$ cat src/rtl/counter_modn_ctl.sv
// counter_modn_ctl -- parametrised modulo-N counter for the 100 MHz domain.
//
// Counts 0..MOD-1 up or down. A prescaler turns PRESCALE enabled cycles into
// one count step. At a boundary the counter either wraps or saturates.
// Synchronous clear and load are provided. A terminal-count pulse and a
// sticky overflow flag report boundary events.
//
// Optional feature macro: COUNTER_BCD_EN. When it is defined, a BCD mirror of
// `out` with DIGITS digits is added on port `bcd`.
//
// Parameters: MOD (modulus), WIDTH (count width), PRESCALE (enabled cycles
//             per step), DIGITS (BCD digits, used only with COUNTER_BCD_EN)
// Ports:
//   clk_100M  clock, rising edge
//   rst       asynchronous active-high reset
//   en        count enable, gates the prescaler
//   up        1 = count up, 0 = count down
//   sat       1 = saturate at boundary, 0 = wrap
//   load      synchronous load of load_val (clamped to MOD-1)
//   load_val  value to load
//   clr       synchronous clear of count, prescaler and ovf
//   clr_ovf   clears ovf (a simultaneous new overflow wins)
//   out       registered count value
//   tick      one-cycle pulse on every count step
//   tc        one-cycle pulse when a step hits a boundary
//   ovf       sticky overflow / clamp flag
//   bcd       BCD image of out (COUNTER_BCD_EN only)
module counter_modn_ctl #(
  parameter int MOD      = 100,
  parameter int WIDTH    = 7,
  parameter int PRESCALE = 1,
  parameter int DIGITS   = 2
) (
  input  logic             clk_100M,
  input  logic             rst,
  input  logic             en,
  input  logic             up,
  input  logic             sat,
  input  logic             load,
  input  logic [WIDTH-1:0] load_val,
  input  logic             clr,
  input  logic             clr_ovf,
  output logic [WIDTH-1:0] out,
  output logic             tick,
  output logic             tc,
`ifdef COUNTER_BCD_EN
  output logic             ovf,
  output logic [4*DIGITS-1:0] bcd
`else
  output logic             ovf
`endif
);

  localparam int PW = (PRESCALE > 1) ? $clog2(PRESCALE) : 1;
  // Terminal values held as WIDTH-bit constants so every compare is
  // width-exact, including MOD == 2**WIDTH where MOD itself does not fit.
  localparam logic [WIDTH-1:0] MAX_VAL   = WIDTH'(MOD - 1);
  localparam logic [PW-1:0]    PRESC_MAX = PW'(PRESCALE - 1);

  // Elaboration-time guard on the parameter set.
  if ((MOD < 2) || (PRESCALE < 1) || (DIGITS < 1) || ((2 ** WIDTH) < MOD)) begin : g_param_error
    $error("counter_modn_ctl: illegal parameter combination");
  end

  logic [WIDTH-1:0] out_reg;
  logic [PW-1:0]    presc_reg;
  logic             tick_reg;
  logic             tc_reg;
  logic             ovf_reg;

  logic step;
  logic at_max;
  logic at_zero;
  logic boundary;
  logic load_clamp;

  assign at_max     = (out_reg == MAX_VAL);
  assign at_zero    = (out_reg == '0);
  assign step       = en && (presc_reg == PRESC_MAX);
  assign boundary   = up ? at_max : at_zero;
  assign load_clamp = (load_val > MAX_VAL);

  always_ff @(posedge clk_100M or posedge rst) begin
    if (rst) begin
      out_reg   <= '0;
      presc_reg <= '0;
      tick_reg  <= 1'b0;
      tc_reg    <= 1'b0;
      ovf_reg   <= 1'b0;
    end else if (clr) begin
      out_reg   <= '0;
      presc_reg <= '0;
      tick_reg  <= 1'b0;
      tc_reg    <= 1'b0;
      ovf_reg   <= 1'b0;
    end else if (load) begin
      presc_reg <= '0;
      tick_reg  <= 1'b0;
      tc_reg    <= 1'b0;
      out_reg   <= load_clamp ? MAX_VAL : load_val;
      ovf_reg   <= (ovf_reg & ~clr_ovf) | load_clamp;
    end else begin
      tick_reg <= step;
      tc_reg   <= step & boundary;
      ovf_reg  <= (ovf_reg & ~clr_ovf) | (step & boundary);
      if (en) begin
        presc_reg <= step ? '0 : presc_reg + PW'(1);
      end
      if (step) begin
        if (up) begin
          if (!at_max) begin
            out_reg <= out_reg + WIDTH'(1);
          end else if (!sat) begin
            out_reg <= '0;
          end
        end else begin
          if (!at_zero) begin
            out_reg <= out_reg - WIDTH'(1);
          end else if (!sat) begin
            out_reg <= MAX_VAL;
          end
        end
      end
    end
  end

  assign out  = out_reg;
  assign tick = tick_reg;
  assign tc   = tc_reg;
  assign ovf  = ovf_reg;

`ifdef COUNTER_BCD_EN
  // Double-dabble conversion, used only for loads and boundary wraps.
  function automatic logic [4*DIGITS-1:0] to_bcd(input logic [WIDTH-1:0] bin);
    logic [4*DIGITS-1:0] acc;
    acc = '0;
    for (int i = WIDTH - 1; i >= 0; i--) begin
      for (int d = 0; d < DIGITS; d++) begin
        if (acc[4*d +: 4] >= 4'd5) begin
          acc[4*d +: 4] = acc[4*d +: 4] + 4'd3;
        end
      end
      acc = {acc[4*DIGITS-2:0], bin[i]};
    end
    return acc;
  endfunction

  localparam logic [4*DIGITS-1:0] BCD_MAX = to_bcd(MAX_VAL);

  logic [4*DIGITS-1:0] bcd_reg;
  logic [4*DIGITS-1:0] bcd_inc;
  logic [4*DIGITS-1:0] bcd_dec;
  logic [DIGITS-1:0]   carry;
  logic [DIGITS-1:0]   borrow;

  assign carry[0]  = 1'b1;
  assign borrow[0] = 1'b1;

  // Decimal ripple increment/decrement, one digit per generate slice.
  for (genvar gi = 0; gi < DIGITS; gi++) begin : g_digit
    logic [3:0] digit;
    assign digit = bcd_reg[4*gi +: 4];
    assign bcd_inc[4*gi +: 4] = carry[gi]  ? ((digit == 4'd9) ? 4'd0 : digit + 4'd1) : digit;
    assign bcd_dec[4*gi +: 4] = borrow[gi] ? ((digit == 4'd0) ? 4'd9 : digit - 4'd1) : digit;
    if (gi < DIGITS - 1) begin : g_chain
      assign carry[gi+1]  = carry[gi]  & (digit == 4'd9);
      assign borrow[gi+1] = borrow[gi] & (digit == 4'd0);
    end
  end

  always_ff @(posedge clk_100M or posedge rst) begin
    if (rst) begin
      bcd_reg <= '0;
    end else if (clr) begin
      bcd_reg <= '0;
    end else if (load) begin
      bcd_reg <= to_bcd(load_clamp ? MAX_VAL : load_val);
    end else if (step) begin
      if (up) begin
        if (!at_max) begin
          bcd_reg <= bcd_inc;
        end else if (!sat) begin
          bcd_reg <= '0;
        end
      end else begin
        if (!at_zero) begin
          bcd_reg <= bcd_dec;
        end else if (!sat) begin
          bcd_reg <= BCD_MAX;
        end
      end
    end
  end

  assign bcd = bcd_reg;
`endif

endmodule

$ cat config.mk
export PLATFORM = sky130hd
export DESIGN_NAME = counter_modn_ctl
export DESIGN_NICKNAME = d
export VERILOG_FILES = /design/src/rtl/counter_modn_ctl.sv
export SDC_FILE = /design/constraint.sdc
export NUM_CORES = 1
export LEC_CHECK = 0
export BUFFER_PORTS_ARGS = -buffer_cell sky130_fd_sc_hd__clkbuf_2
export CORE_MARGIN = 2
export CORE_UTILIZATION = 47
export CTS_CLUSTER_DIAMETER = 120
export DETAILED_ROUTE_END_ITERATION = 10
export GPL_TIMING_DRIVEN = 0
export HOLD_SLACK_MARGIN = 0.1
export MAX_ROUTING_LAYER = met4
export PLACE_DENSITY = 0.71
export SYNTH_ARGS = -nofsm -noshare
export SYNTH_HDL_FRONTEND = slang
export SYNTH_SLANG_ARGS = --single-unit
$ cat constraint.sdc
create_clock -name clk_100M -period 2.22 [get_ports clk_100M]
set_clock_uncertainty 0.2 [all_clocks]
set_input_delay 0.111 -clock clk_100M [delete_from_list [all_inputs] [get_ports clk_100M]]
set_output_delay 0.111 -clock clk_100M [all_outputs]
set_load 0.01 [all_outputs]
; ---- Yosys cells after proc, flatten, opt, wreduce, memory -nomap -nowiden
; Index checks and enable logic that the tools add are counted.
[totals]
reg_bits = 11
wordCells = 43
[op_classes]
n_addsub = 3
order_cmp = 1
eq_ne = 3
muxes = 20
bitwise = 6
reduce_logical = 5
[ops]
columns = op, count
row1 = $mux 7, 9
row2 = $mux 1, 11
row3 = $ne 5x5->1 const B, 2
row4 = $add 7x1->7 const B, 1
row5 = $eq 7x7->1 const B, 1
row6 = $gt 7x7->1 const B, 1
row7 = $logic_not 7->1, 1
row8 = $sub 7x1->7 const B, 1
row9 = $reduce_bool 3->1, 2
row10 = $reduce_and 3->1, 1
row11 = $and 1x1->1, 2
row12 = $not 1->1, 2
row13 = $or 1x1->1, 2
row14 = $add 1x1->1 const B, 1
row15 = $logic_and 1x1->1, 1

; ---- Depth between registers and ports, before layout
[depth]
depth_word = 6
ltp_mapped = 8

; ---- Least setup slack after synthesis
; No wires, ideal clock.
[synth_path]
path_kind = reg-to-reg
startpoint = reg out_reg[5], in the netlist out[5]
endpoint = reg out_reg[1], in the netlist out[1]
setup_time_ps = 120
arrival_time_ps = 1913
t_required_ps = 1900
setup_slack_ps = -13
path_stages_with_launch = 8
n_path_buf = 3
synth_period_minus_slack_ps = 2233
cell_sequence = dfrtp_1 -> buf_6 -> or4_4 -> buf_6 -> o41ai_4 -> o21bai_2 -> buf_6 -> a31o_2
[synth_between]
elab_chain_len = 6
[synth_rtl]
columns = item, line_no
row1 = from (decl), 65  ; logic [WIDTH-1:0] out_reg;
row2 = from (signal assigned), 100  ; out_reg <= load_clamp ? MAX_VAL : load_val;
row3 = from (signal assigned), 112  ; out_reg <= out_reg + WIDTH'(1);
row4 = from (signal assigned), 118  ; out_reg <= out_reg - WIDTH'(1);
row5 = $eq 7x7->1 or $logic_not 7->1 (tied branches), "77, 78"
row6 = $mux 7 (on tied branches), "111, 117"
row7 = $mux 7, 110  ; if (up) begin
row8 = $mux 7, 109  ; if (step) begin
row9 = $mux 7, 96  ; end else if (load) begin
row10 = $mux 7, 90  ; end else if (clr) begin
; Parallel ways exist; a longest one is shown, timed or not. The select of a mux whose other input is x is not followed.
; A chain may end at the register's enable or synchronous reset.

; ---- Worst setup path in the final report
[layout_path]
startpoint = reg out_reg[5], in the netlist out[5]
endpoint = reg out_reg[3], in the netlist out[3]
; Same word-level chain as after synthesis.

==> metrics.cfg <==
[outcome]
status=finished, final reports clean

[detailed_routing]
routed_wl_um=2820
post-route-drc-count=0
dr.pass1.iters=4
vias=1150
first_iter_violations=34
wl_per_cell_um=14.7
drtAntennaViolNets=0
routed_via_density=5.99

[final_layout]
largest_reg_flops=7
nets=183
syn2layout_area_growth_pct=30.5
diodes=0
drive_above_1_share_pct=31.7
fin_area_mm2=0.00135

[setup_path]
worstPathArrival_ps=2190
crit_top_cell=buf_6
crit_path_max_incr_delay_ps=550
critPathLaunchType=flop
cp_cell_sequence=buf_6 -> or4_4 -> o41ai_4 -> o21bai_2 -> buf_6 -> a21boi_1 -> o22ai_2
cp.required_ps=2230
setup.worst_path.end_class=flop
slowest_stage=or4_4
critPathMaxFanout=10
worstSetupPathType=reg -> reg

[clock_tree]
clk_pin_slew_ps=80
tritoncts=yes
cts_buffer_depth=2
insertion_delay_ps=280
cts_num_sinks=11
clockRootBuffer=clkbuf_4
cts_htree_levels=1
cts_inserted_buffers=3

[floorplan]
core-area_mm2=0.00215
die_y_um=51.0
initial_core_util_pct=48.3
rows=17
die_w_um=51.0
die-area_mm2=0.00260
pin_count=25

[power]
seqPwrFrac_pct=33.9
pwr-share-comb_pct=44.6
ir_worst_vdd_uv=369
netSwitchingPower_w=0.000261
p_sw_share_pct=37.9
leakage_nw=0.619
p_per_area_mw_per_mm2=508
p_int_w=0.000427
clock_power_share_pct=21.5

[sta]
finalMaxSlewViolations=0
fin_crit_sh_pct=98.4
hold_viol=0
max_freq_ghz=0.458
worst_pin_slew_ps=495
slew_headroom_pct=67.0
rsz0062_at_grt=true
post-route-min-period_ps=2180
tns_ps=0
setup_viol=0

[placed_design]
place_area_mm2=0.00118
finalWeightedCongestion=0.884
dp_hpwl_um=1960
io_buffers=22

[yosys]
syn_area_mm2=0.00104
ys_warn_count=0
yosysMostFrequentCell=nor2_1
syn-instance-count=125
synth_edf_count=0
yosysTopAreaCell=dfrtp_1
synth_fp_nets=143
synthDistinctLibCells=45
ys_seq_elements=11
synth_flop_cell=dfrtp_1
async_reset_ff_share_pct=100
synth_seq_area_share_pct=26.5
synth_top_area_share_pct=26.5
synth_common_cells=nor2_1, dfrtp_1, nand2_1, o21ai_0
syn_avg_cell_area_um2=8.30
synth_area_leaders=dfrtp_1, buf_6, nor2_1

[global_routing]
track_usage_pct=23.1
antenna_found_initial=0
grt_start_max_net_pins=12
overflow=0
grt_pass1_vias=1015
grt_pass1_wl_um=4420

[flow_run]
cap_violations=0

[hold_path]
holdCritPathClass=in -> reg

-- power by group through the flow --
stage	sequential [W]	combinational, W	clock, W
finish	0.000233	0.000307	0.000148
global route	0.000235	0.000333	0.000159
CTS	0.000233	0.000289	0.000149
detailed placement	0.000241	0.000266	0
global placement	0.000240	0.000260	0
floorplan	0.000244	0.000192	0
-- worst paths after layout --
kind                            cells past startpoint   startpoint      to  slack (ps)
worst max-delay path                                7       out[5]  out[3]          40
worst min-delay path                                4  load_val[2]  out[2]         130
worst max register to register                      7       out[5]  out[3]          40
worst min register to register                      2    presc_reg    tick         350
max in group asynchronous                           3          rst  out[0]        1310
min in group asynchronous                           3          rst  out[1]         180
-- metal layers --
| layer | vias to the layer above | GRT usage (%) | part of all wire [%] |
|---|---|---|---|
| met5 | - | - | 0 |
| met4 | 0 | 10.4 | 2.3 |
| met3 | 9 | 2.05 | 5.6 |
| met2 | 57 | 38.5 | 51 |
| met1 | 546 | 28.4 | 41 |
| li1 | 538 | - | - |
-- critical path: cells and delay by family, from the launching register on --
kind | cells | cell delay, ps
AO/OA/AOI/OAI | 4 | 680
AND/OR/NAND/NOR | 1 | 550
flip-flops | 1 | 390
buffers and inverters | 2 | 290
-- through the flow --
| step | setup WS [ps] | util, % | hold slack (ps) | instances | power (W) |
|---|---|---|---|---|---|
| global route | -20.3 | 63.0 | 157 | 192 | 0.000727 |
| finish | 35.7 | 63.0 | 127 | 192 | 0.000687 |
| CTS | 19.1 | 62.1 | 106 | 191 | 0.000670 |
| global placement | -49.6 | 55.0 | -94.6 | 175 | 0.000500 |
| detailed placement | -90.6 | 55.0 | -74.7 | 175 | 0.000507 |
| floorplan | -13.4 | - | -237 | 125 | 0.000436 |
-- placed cells by master (no fill, tap or decap), types with 2 or more instances in the layout --
cell	netlist	final
clkbuf_4	0	3
dfrtp_1	11	10
a31o_2	3	3
xnor2_1	2	2
nand2_1	10	10
a311oi_1	2	2
inv_1	7	7
ha_1	3	3
nor3_1	5	4
buf_4	1	4
a211o_1	2	2
nand2b_1	3	3
a32o_1	2	2
a21oi_1	7	7
a31oi_1	2	2
xor2_1	3	3
clkbuf_2	0	22
buf_6	5	4
buf_2	1	2
nand3b_1	2	2
dlygate4sd3_1	0	10
nor2_1	15	13
clkbuf_1	3	4
a41oi_1	2	2
o21ai_0	8	7
nand3_1	3	3
-- cell families (layout without fill, tap and decap cells) --
| kind of cell | Yosys count | in the layout | share of synthesized area [%] |
|---|---|---|---|
| AO/OA/AOI/OAI | 40 | 40 | 30.6 |
| buffers and inverters | 17 | 56 | 10.3 |
| AND/OR/NAND/NOR | 48 | 48 | 23.6 |
| XOR/XNOR | 5 | 5 | 4.22 |
| flip-flops | 11 | 11 | 26.5 |
| adder cells (fa/ha/maj) | 3 | 3 | 3.62 |
| multiplexers | 1 | 1 | 1.09 |
-- final cells by class --
class	instances	area, um^2
Inverter	7	26.3
Tap cell	28	35.0
Buffer	9	68.8
Clock buffer	4	26.3
Fill cell	193	795
Multi-Input combinational cell	97	683
Timing Repair Buffer	36	238
Sequential cell	11	277
-- timing repair --
action	in CTS	in global routing
cloned	1	0
hold endpoints to repair	22	0
buffers inserted	2	1
endpoints found under the setup margin	5	7
gates resized for setup	4	6
pin swaps	3	1
hold buffers	10	0
Note: power is estimated with default switching activity, not from simulation.
